[src/rtl/prim_fifo_ptr_pkg.sv]
// Shared definitions for the FIFO pointer manager: width derivation, the
// pointer-to-occupancy helper and the error-cause encoding.
package prim_fifo_ptr_pkg;

    typedef enum logic [1:0] {
        ErrOverflow  = 2'd0,
        ErrUnderflow = 2'd1,
        ErrIntegrity = 2'd2
    } err_cause_e;

    localparam int unsigned NumErrCauses = 3;

    // Index bits plus one wrap bit.
    function automatic int unsigned calc_ptr_w(int unsigned depth);
        return 32'($clog2(depth)) + 32'd1;
    endfunction

    function automatic int unsigned calc_depth_w(int unsigned depth);
        return 32'($clog2(depth + 1));
    endfunction

    function automatic logic [31:0] ptr_depth(logic [31:0] wptr, logic [31:0] rptr,
                                              int unsigned depth);
        int unsigned iw;
        logic [31:0] mask;
        logic [31:0] widx;
        logic [31:0] ridx;
        iw   = calc_ptr_w(depth) - 32'd1;
        mask = (32'd1 << iw) - 32'd1;
        widx = wptr & mask;
        ridx = rptr & mask;
        if (((wptr >> iw) & 32'd1) == ((rptr >> iw) & 32'd1)) begin
            return widx - ridx;
        end
        return depth - ridx + widx;
    endfunction

endpackage

[src/rtl/prim_fifo_sync_ptrs_if.sv]
// Request/status bundle between a FIFO wrapper and its pointer manager.
interface prim_fifo_sync_ptrs_if
    import prim_fifo_ptr_pkg::*;
#(
    parameter int unsigned Depth = 4
);
    localparam int unsigned PtrW   = calc_ptr_w(Depth);
    localparam int unsigned DepthW = calc_depth_w(Depth);

    logic              clr;
    logic              incr_wptr;
    logic              incr_rptr;
    logic [PtrW-1:0]   wptr;
    logic [PtrW-1:0]   rptr;
    logic [DepthW-1:0] depth;
    logic              full;
    logic              empty;
    logic              almost_full;
    logic              almost_empty;
    logic              push_ok;
    logic              pop_ok;
    logic              err;

    modport master (
        output clr, incr_wptr, incr_rptr,
        input  wptr, rptr, depth, full, empty, almost_full, almost_empty, push_ok, pop_ok, err
    );

    modport slave (
        input  clr, incr_wptr, incr_rptr,
        output wptr, rptr, depth, full, empty, almost_full, almost_empty, push_ok, pop_ok, err
    );

endinterface

[src/rtl/prim_fifo_ptr_cnt.sv]
// One wrap-bit pointer counting 0..Depth-1 per lap, with an optional inverted
// shadow copy and index range check for integrity detection.
module prim_fifo_ptr_cnt
    import prim_fifo_ptr_pkg::*;
#(
    parameter int unsigned Depth  = 4,
    parameter bit          Secure = 1'b0,
    localparam int unsigned PtrW  = calc_ptr_w(Depth)
) (
    input  logic            clk_i,
    input  logic            rst_i,
    input  logic            clr_i,
    input  logic            incr_i,
    output logic [PtrW-1:0] ptr_o,
    output logic            err_o
);
    localparam int unsigned IdxW = PtrW - 1;

    function automatic logic [PtrW-1:0] ptr_next(logic [PtrW-1:0] ptr, logic clr, logic incr);
        logic [PtrW-1:0] nxt;
        nxt = ptr;
        if (clr) begin
            nxt = '0;
        end else if (incr) begin
            if (32'(ptr[IdxW-1:0]) == Depth - 32'd1) begin
                nxt = {~ptr[PtrW-1], {IdxW{1'b0}}};
            end else begin
                nxt = {ptr[PtrW-1], ptr[IdxW-1:0] + IdxW'(1)};
            end
        end
        return nxt;
    endfunction

    logic [PtrW-1:0] ptr_q, ptr_d;

    always_comb begin
        ptr_d = ptr_next(ptr_q, clr_i, incr_i);
    end

    always_ff @(posedge clk_i or posedge rst_i) begin
        if (rst_i) begin
            ptr_q <= '0;
        end else begin
            ptr_q <= ptr_d;
        end
    end

    assign ptr_o = ptr_q;

    if (Secure) begin : gen_shadow
        logic [PtrW-1:0] shadow_q, shadow_d;

        // Shadow advances from its own value so a flip in either copy stays visible.
        always_comb begin
            shadow_d = ~ptr_next(~shadow_q, clr_i, incr_i);
        end

        always_ff @(posedge clk_i or posedge rst_i) begin
            if (rst_i) begin
                shadow_q <= '1;
            end else begin
                shadow_q <= shadow_d;
            end
        end

        assign err_o = (ptr_q != ~shadow_q) || (32'(ptr_q[IdxW-1:0]) >= Depth);
    end else begin : gen_no_shadow
        assign err_o = 1'b0;
    end

endmodule

[src/rtl/prim_fifo_sync_ptrs.sv]
// Pointer and occupancy manager for a synchronous FIFO of arbitrary depth:
// request acceptance, flag decode, optional redundant occupancy, sticky error.
module prim_fifo_sync_ptrs
    import prim_fifo_ptr_pkg::*;
#(
    parameter int unsigned Depth        = 4,
    parameter int unsigned AfullThresh  = Depth - 1,
    parameter int unsigned AemptyThresh = 1,
    parameter bit          Secure       = 1'b0
) (
    input  logic clk_i,
    input  logic rst_i,
    prim_fifo_sync_ptrs_if.slave bus
);
    localparam int unsigned PtrW   = calc_ptr_w(Depth);
    localparam int unsigned DepthW = calc_depth_w(Depth);
    localparam int unsigned IdxW   = PtrW - 1;

    logic [PtrW-1:0]   wptr, rptr;
    logic [DepthW-1:0] depth;
    logic              full, empty, push_ok, pop_ok;
    logic              wptr_err, rptr_err, cnt_err;
    logic [NumErrCauses-1:0] err_cause;
    logic              err_q, err_d;

    prim_fifo_ptr_cnt #(
        .Depth  (Depth),
        .Secure (Secure)
    ) u_wptr (
        .clk_i  (clk_i),
        .rst_i  (rst_i),
        .clr_i  (bus.clr),
        .incr_i (push_ok),
        .ptr_o  (wptr),
        .err_o  (wptr_err)
    );

    prim_fifo_ptr_cnt #(
        .Depth  (Depth),
        .Secure (Secure)
    ) u_rptr (
        .clk_i  (clk_i),
        .rst_i  (rst_i),
        .clr_i  (bus.clr),
        .incr_i (pop_ok),
        .ptr_o  (rptr),
        .err_o  (rptr_err)
    );

    assign depth = DepthW'(ptr_depth(32'(wptr), 32'(rptr), Depth));
    assign full  = (wptr[IdxW-1:0] == rptr[IdxW-1:0]) && (wptr[PtrW-1] != rptr[PtrW-1]);
    assign empty = (wptr == rptr);

    // A pop on empty is refused even with a concurrent push; a full FIFO only
    // takes a push when a pop frees a slot in the same cycle.
    assign pop_ok  = bus.incr_rptr & ~empty;
    assign push_ok = bus.incr_wptr & (~full | pop_ok);

    if (Secure) begin : gen_secure
        logic [DepthW-1:0] cnt_q, cnt_d;

        always_comb begin
            cnt_d = cnt_q;
            if (bus.clr) begin
                cnt_d = '0;
            end else if (push_ok && !pop_ok) begin
                cnt_d = cnt_q + DepthW'(1);
            end else if (pop_ok && !push_ok) begin
                cnt_d = cnt_q - DepthW'(1);
            end
        end

        always_ff @(posedge clk_i or posedge rst_i) begin
            if (rst_i) begin
                cnt_q <= '0;
            end else begin
                cnt_q <= cnt_d;
            end
        end

        assign cnt_err = (cnt_q != depth);
    end else begin : gen_plain
        assign cnt_err = 1'b0;
    end

    always_comb begin
        err_cause               = '0;
        err_cause[ErrOverflow]  = bus.incr_wptr & ~push_ok;
        err_cause[ErrUnderflow] = bus.incr_rptr & ~pop_ok;
        err_cause[ErrIntegrity] = wptr_err | rptr_err | cnt_err;
        err_d                   = err_q | (|err_cause);
    end

    // Sticky: only reset clears it, clr deliberately leaves it alone.
    always_ff @(posedge clk_i or posedge rst_i) begin
        if (rst_i) begin
            err_q <= 1'b0;
        end else begin
            err_q <= err_d;
        end
    end

    assign bus.wptr         = wptr;
    assign bus.rptr         = rptr;
    assign bus.depth        = depth;
    assign bus.full         = full;
    assign bus.empty        = empty;
    assign bus.almost_full  = (32'(depth) >= AfullThresh);
    assign bus.almost_empty = (32'(depth) <= AemptyThresh);
    assign bus.push_ok      = push_ok;
    assign bus.pop_ok       = pop_ok;
    assign bus.err          = err_q;

endmodule

[src/flat_wrapper.sv]
// flat-port wrapper written by rule: the top's interface ports become plain ports
module prim_fifo_sync_ptrs_flat import prim_fifo_ptr_pkg::*;
#(
    parameter int unsigned Depth        = 4,
    parameter int unsigned AfullThresh  = Depth - 1,
    parameter int unsigned AemptyThresh = 1,
    parameter bit          Secure       = 1'b0
)
  (clk_i, rst_i, bus_clr, bus_incr_wptr, bus_incr_rptr, bus_wptr, bus_rptr, bus_depth, bus_full, bus_empty, bus_almost_full, bus_almost_empty, bus_push_ok, bus_pop_ok, bus_err);
  prim_fifo_sync_ptrs_if #(.Depth(Depth)) bus_i ();
  input  logic clk_i;
  input  logic rst_i;
  input wire logic [$bits(bus_i.clr)-1:0] bus_clr;
  input wire logic [$bits(bus_i.incr_wptr)-1:0] bus_incr_wptr;
  input wire logic [$bits(bus_i.incr_rptr)-1:0] bus_incr_rptr;
  output wire logic [$bits(bus_i.wptr)-1:0] bus_wptr;
  output wire logic [$bits(bus_i.rptr)-1:0] bus_rptr;
  output wire logic [$bits(bus_i.depth)-1:0] bus_depth;
  output wire logic [$bits(bus_i.full)-1:0] bus_full;
  output wire logic [$bits(bus_i.empty)-1:0] bus_empty;
  output wire logic [$bits(bus_i.almost_full)-1:0] bus_almost_full;
  output wire logic [$bits(bus_i.almost_empty)-1:0] bus_almost_empty;
  output wire logic [$bits(bus_i.push_ok)-1:0] bus_push_ok;
  output wire logic [$bits(bus_i.pop_ok)-1:0] bus_pop_ok;
  output wire logic [$bits(bus_i.err)-1:0] bus_err;
  assign bus_i.clr = bus_clr;
  assign bus_i.incr_wptr = bus_incr_wptr;
  assign bus_i.incr_rptr = bus_incr_rptr;
  assign bus_wptr = bus_i.wptr;
  assign bus_rptr = bus_i.rptr;
  assign bus_depth = bus_i.depth;
  assign bus_full = bus_i.full;
  assign bus_empty = bus_i.empty;
  assign bus_almost_full = bus_i.almost_full;
  assign bus_almost_empty = bus_i.almost_empty;
  assign bus_push_ok = bus_i.push_ok;
  assign bus_pop_ok = bus_i.pop_ok;
  assign bus_err = bus_i.err;
  prim_fifo_sync_ptrs #(.Depth(Depth), .AfullThresh(AfullThresh), .AemptyThresh(AemptyThresh), .Secure(Secure)) u_core (.clk_i(clk_i), .rst_i(rst_i), .bus(bus_i));
endmodule
[config.mk]
export PLATFORM = sky130hd
export DESIGN_NAME = prim_fifo_sync_ptrs_flat
export DESIGN_NICKNAME = d
export VERILOG_FILES = /design/src/rtl/prim_fifo_ptr_pkg.sv /design/src/rtl/prim_fifo_sync_ptrs_if.sv /design/src/rtl/prim_fifo_ptr_cnt.sv /design/src/rtl/prim_fifo_sync_ptrs.sv /design/src/flat_wrapper.sv
export SDC_FILE = /design/constraint.sdc
export NUM_CORES = 1
export LEC_CHECK = 0
export ABC_AREA = 1
export BUFFER_PORTS_ARGS = -buffer_cell sky130_fd_sc_hd__buf_2
export CAP_MARGIN = 20
export CORE_MARGIN = 3
export CORE_UTILIZATION = 30
export CTS_CLUSTER_SIZE = 24
export DETAILED_ROUTE_END_ITERATION = 8
export PLACE_DENSITY = 0.51
export SYNTH_ARGS = -nofsm -noshare
export SYNTH_HDL_FRONTEND = slang
export SYNTH_SLANG_ARGS = --single-unit
[constraint.sdc]
create_clock -name clk_i -period 2.1 [get_ports clk_i]
set_input_delay 0.105 -clock clk_i [delete_from_list [all_inputs] [get_ports clk_i]]
set_output_delay 0.105 -clock clk_i [all_outputs]
set_load 0.005 [all_outputs]
==> summary.md <==
| Metric | Value |
|---|---|
| Slew HR | 80.93% |
| Worst skew pair latency | 260 ps |
| Clk buf depth | 2 |
| GR Util All Layers | 10.43% |
| Proportion of layout cells with a drive suffix above 1 | approximately 43% |
| Die Width | 49.13 µm |
| Arrival time at the worst endpoint | 1880 ps |
| Post-detail-place hpwl | approximately 1000 µm |
| Worst Skew | 4.878 ps |
| Setup Total Neg Slack | 0 ps |
| R2r setup slk | 640 ps |
| Starting Density | 34.25% |
| P&R area growth vs syn | 29.82% |
| Mapped Avg Cell Area | 8.206 µm² |
| Period utilisation layout | 94.49% |
| Pwr dens | 673.0 mW/mm² |
| Hold WS | 115.5 ps |
| # IOs | 21 |
| Gr ovfl total | 0 |
| # setup viols final | 0 |
| Crit Path Max Fanout | 5 |
| Slew Viols, Final | 0 |
| P_leak | 0.4156 nW |
| Antenna diodes | 0 |
| Count of input and output buffers | 20 |
| Total number of vias | 479 |
| Initial antenna violation count | 0 |
| CTS Buf Count | 3 |
| Worst-path clk slew | 50 ps |
| H-tree depth | 1 |
| GPL Wtd Cong | 0.8136 |
| Via/cell ratio | 4.094 |
| Data required, critical path | 2000 ps |
| Syn_nets | 78 |
| Capturing point of the worst reg2reg path | u_core.u_rptr.ptr_o[0] |
| Final nets | 104 |
| Total power | 0.0004875 W |
| First-pass GRT wire length | 1.897 mm |
| Post-Route WL | 1.140 mm |
| Post-Synthesis Cell Area | 558.0 µm² |
| RSZ-0062 raised after global routing | no |
| Post CTS Setup Buffer Count | 0 |
| Max_cap viols | 0 |
| Antenna viol nets, final | 0 |
| Outcome | complete, no violations |
| Gate Count Post-Synth | 68 |
| Worst reg2reg path startpoint | u_core.u_wptr.ptr_o[0] |
| Worst Hold End | u_core.bus.err |
| Max Fclk | 504.0 MHz |
| #FFs+latches synth | 7 |
| Die Y | between 40 and 50 µm |
| Worst setup SP type | flop |
| Iter 0 DRT Violations | 4 |
| VDD IR-drop max | approximately 0.28 mV |
| Setup CP Type | reg2out |
| Yosys warns | 0 |
| Final hold viol count | 0 |
| Post-CTS Resized | 0 |
| Largest net degree at the start of global routing | 10 |
| CTS sink count | 7 |
| TritonCTS clock tree | built |
| Crit path time final | roughly 2000 ps |
| Root buffer cell | clkbuf_4 |
| Hold Crit Class | in2reg |
| Synth cell types | 17 |
| Vias in the first global route | 435 |
| Worst reg2reg path depth | 10 |
| Wirelength per Cell | 9.744 µm |
| DR pass1 iterations | 4 |
| Die area | 0.002414 mm² |
| Rows | 14 |
| Hold Buf Count CTS | 1 |
| HP Start | bus_incr_rptr |
| Seq/Total Area, Yosys | 31.39% |
| Residual DRC | 0 |
| Hold Path Depth | 3 |
| Worst slew pin tran | between 200 and 300 ps |
| Crit. End Element | output port |
| CORE AREA | 0.001629 mm² |
## logic make-up (layout without fill, tap and decap cells)
logic type                 Yosys count  after routing  synth area share, %
buffers and inverters               13             38                11.21
adders and majority gates            5              5                12.56
xor gates and xnor gates             1              1                4.933
and+or+nand+nor                     41             41                39.01
AOI/OAI and AO/OA                    1              1               0.8960
DFF                                  7              7                31.39
## layout make-up
class	instances	area (µm²)
clock buffer	4	26.28
tap	24	30.03
fill	185	904.6
sequential	7	175.2
multi-input combinational	48	320.3
timing repair buffer	21	110.1
inverter	13	62.56
## registers in the layout, summed over array words and instances (netlist names)
| register | flops |
|---|---|
| u_core.u_wptr.ptr_o | 3 |
| u_core.bus.err | 1 |
| u_core.u_rptr.ptr_o | 3 |
## through the flow
step | cell area (µm²) | setup WS [ps] | instances | util, %
after floorplan | 558.0 | 520.2 | 68 | -
final | 724.4 | 115.7 | 117 | 44.47
after detailed placement | 688.2 | 370.0 | 112 | 42.24
after global routing | 724.4 | 3.270 | 117 | 44.47
after global placement | 688.2 | 417.9 | 112 | 42.24
after CTS | 724.4 | 94.32 | 117 | 44.47
## layer usage
layer,vias to the layer above,part of all wire (%),GRT usage [%]
li1,261,-,-
met1,202,47,12.52
met2,13,47,15.85
met3,3,4.1,2.141
met4,0,2.5,8.531
met5,-,0,0
## synth_stat cells
cell	number	share of area, %
a21oi_1	1	0.90
bufinv_8	1	3.1
dfrtp_1	7	31
fa_1	1	3.6
ha_1	4	9.0
inv_1	7	4.7
inv_2	5	3.4
nand2_1	14	9.4
nand2_2	3	3.4
nand2_4	1	2.0
nand3_1	10	9.0
nand3_2	2	3.6
nand3b_1	1	1.3
nor2_1	6	4.0
nor2_2	2	2.2
nor2_4	2	4.0
xor2_4	1	4.9
## worst max path at each step
| stage | start | to | slack [ps] | cells after the start |
|---|---|---|---|---|
| global placement | u_core.u_wptr.ptr_o[0] | bus_almost_full | 420 | 7 |
| floorplan | u_core.u_rptr.ptr_o[0] | bus_almost_full | 520 | 5 |
| global route | u_core.u_wptr.ptr_o[0] | bus_almost_full | 3 | 7 |
| finish | u_core.u_wptr.ptr_o[0] | bus_almost_full | 120 | 7 |
| detailed placement | u_core.u_wptr.ptr_o[0] | bus_almost_full | 370 | 7 |
| CTS | u_core.u_wptr.ptr_o[0] | bus_almost_full | 90 | 7 |
## cell usage in the layout, fill, tap and decap left out
cell type,instances
bufinv_8,1
ha_1,4
inv_2,5
nand3_1,10
fa_1,1
inv_1,7
dlygate4sd3_1,1
clkbuf_4,3
nor2_2,2
nor2_4,2
nand3b_1,1
nand3_2,2
nand2_1,14
xor2_4,1
dfrtp_1,7
nand2_2,3
a21oi_1,1
nand2_4,1
nor2_1,6
clkbuf_1,1
buf_2,20
## power by group
group | leakage [nW] | internal (W) | switching (W)
clock network | 0.0150 | 0.0000726 | 0.0000511
logic | 0.310 | 0.0000915 | 0.000116
registers | 0.0905 | 0.000144 | 0.0000123
total | 0.416 | 0.000308 | 0.000179
## critical path, cell delays in order, from the launching register on
cell,delay (ps)
dfrtp_1,410
inv_1,70
ha_1,190
fa_1,460
xor2_4,220
nor2_2,120
nor2_2,50
buf_2,120
No activity file was read; power rests on OpenSTA's default activity.
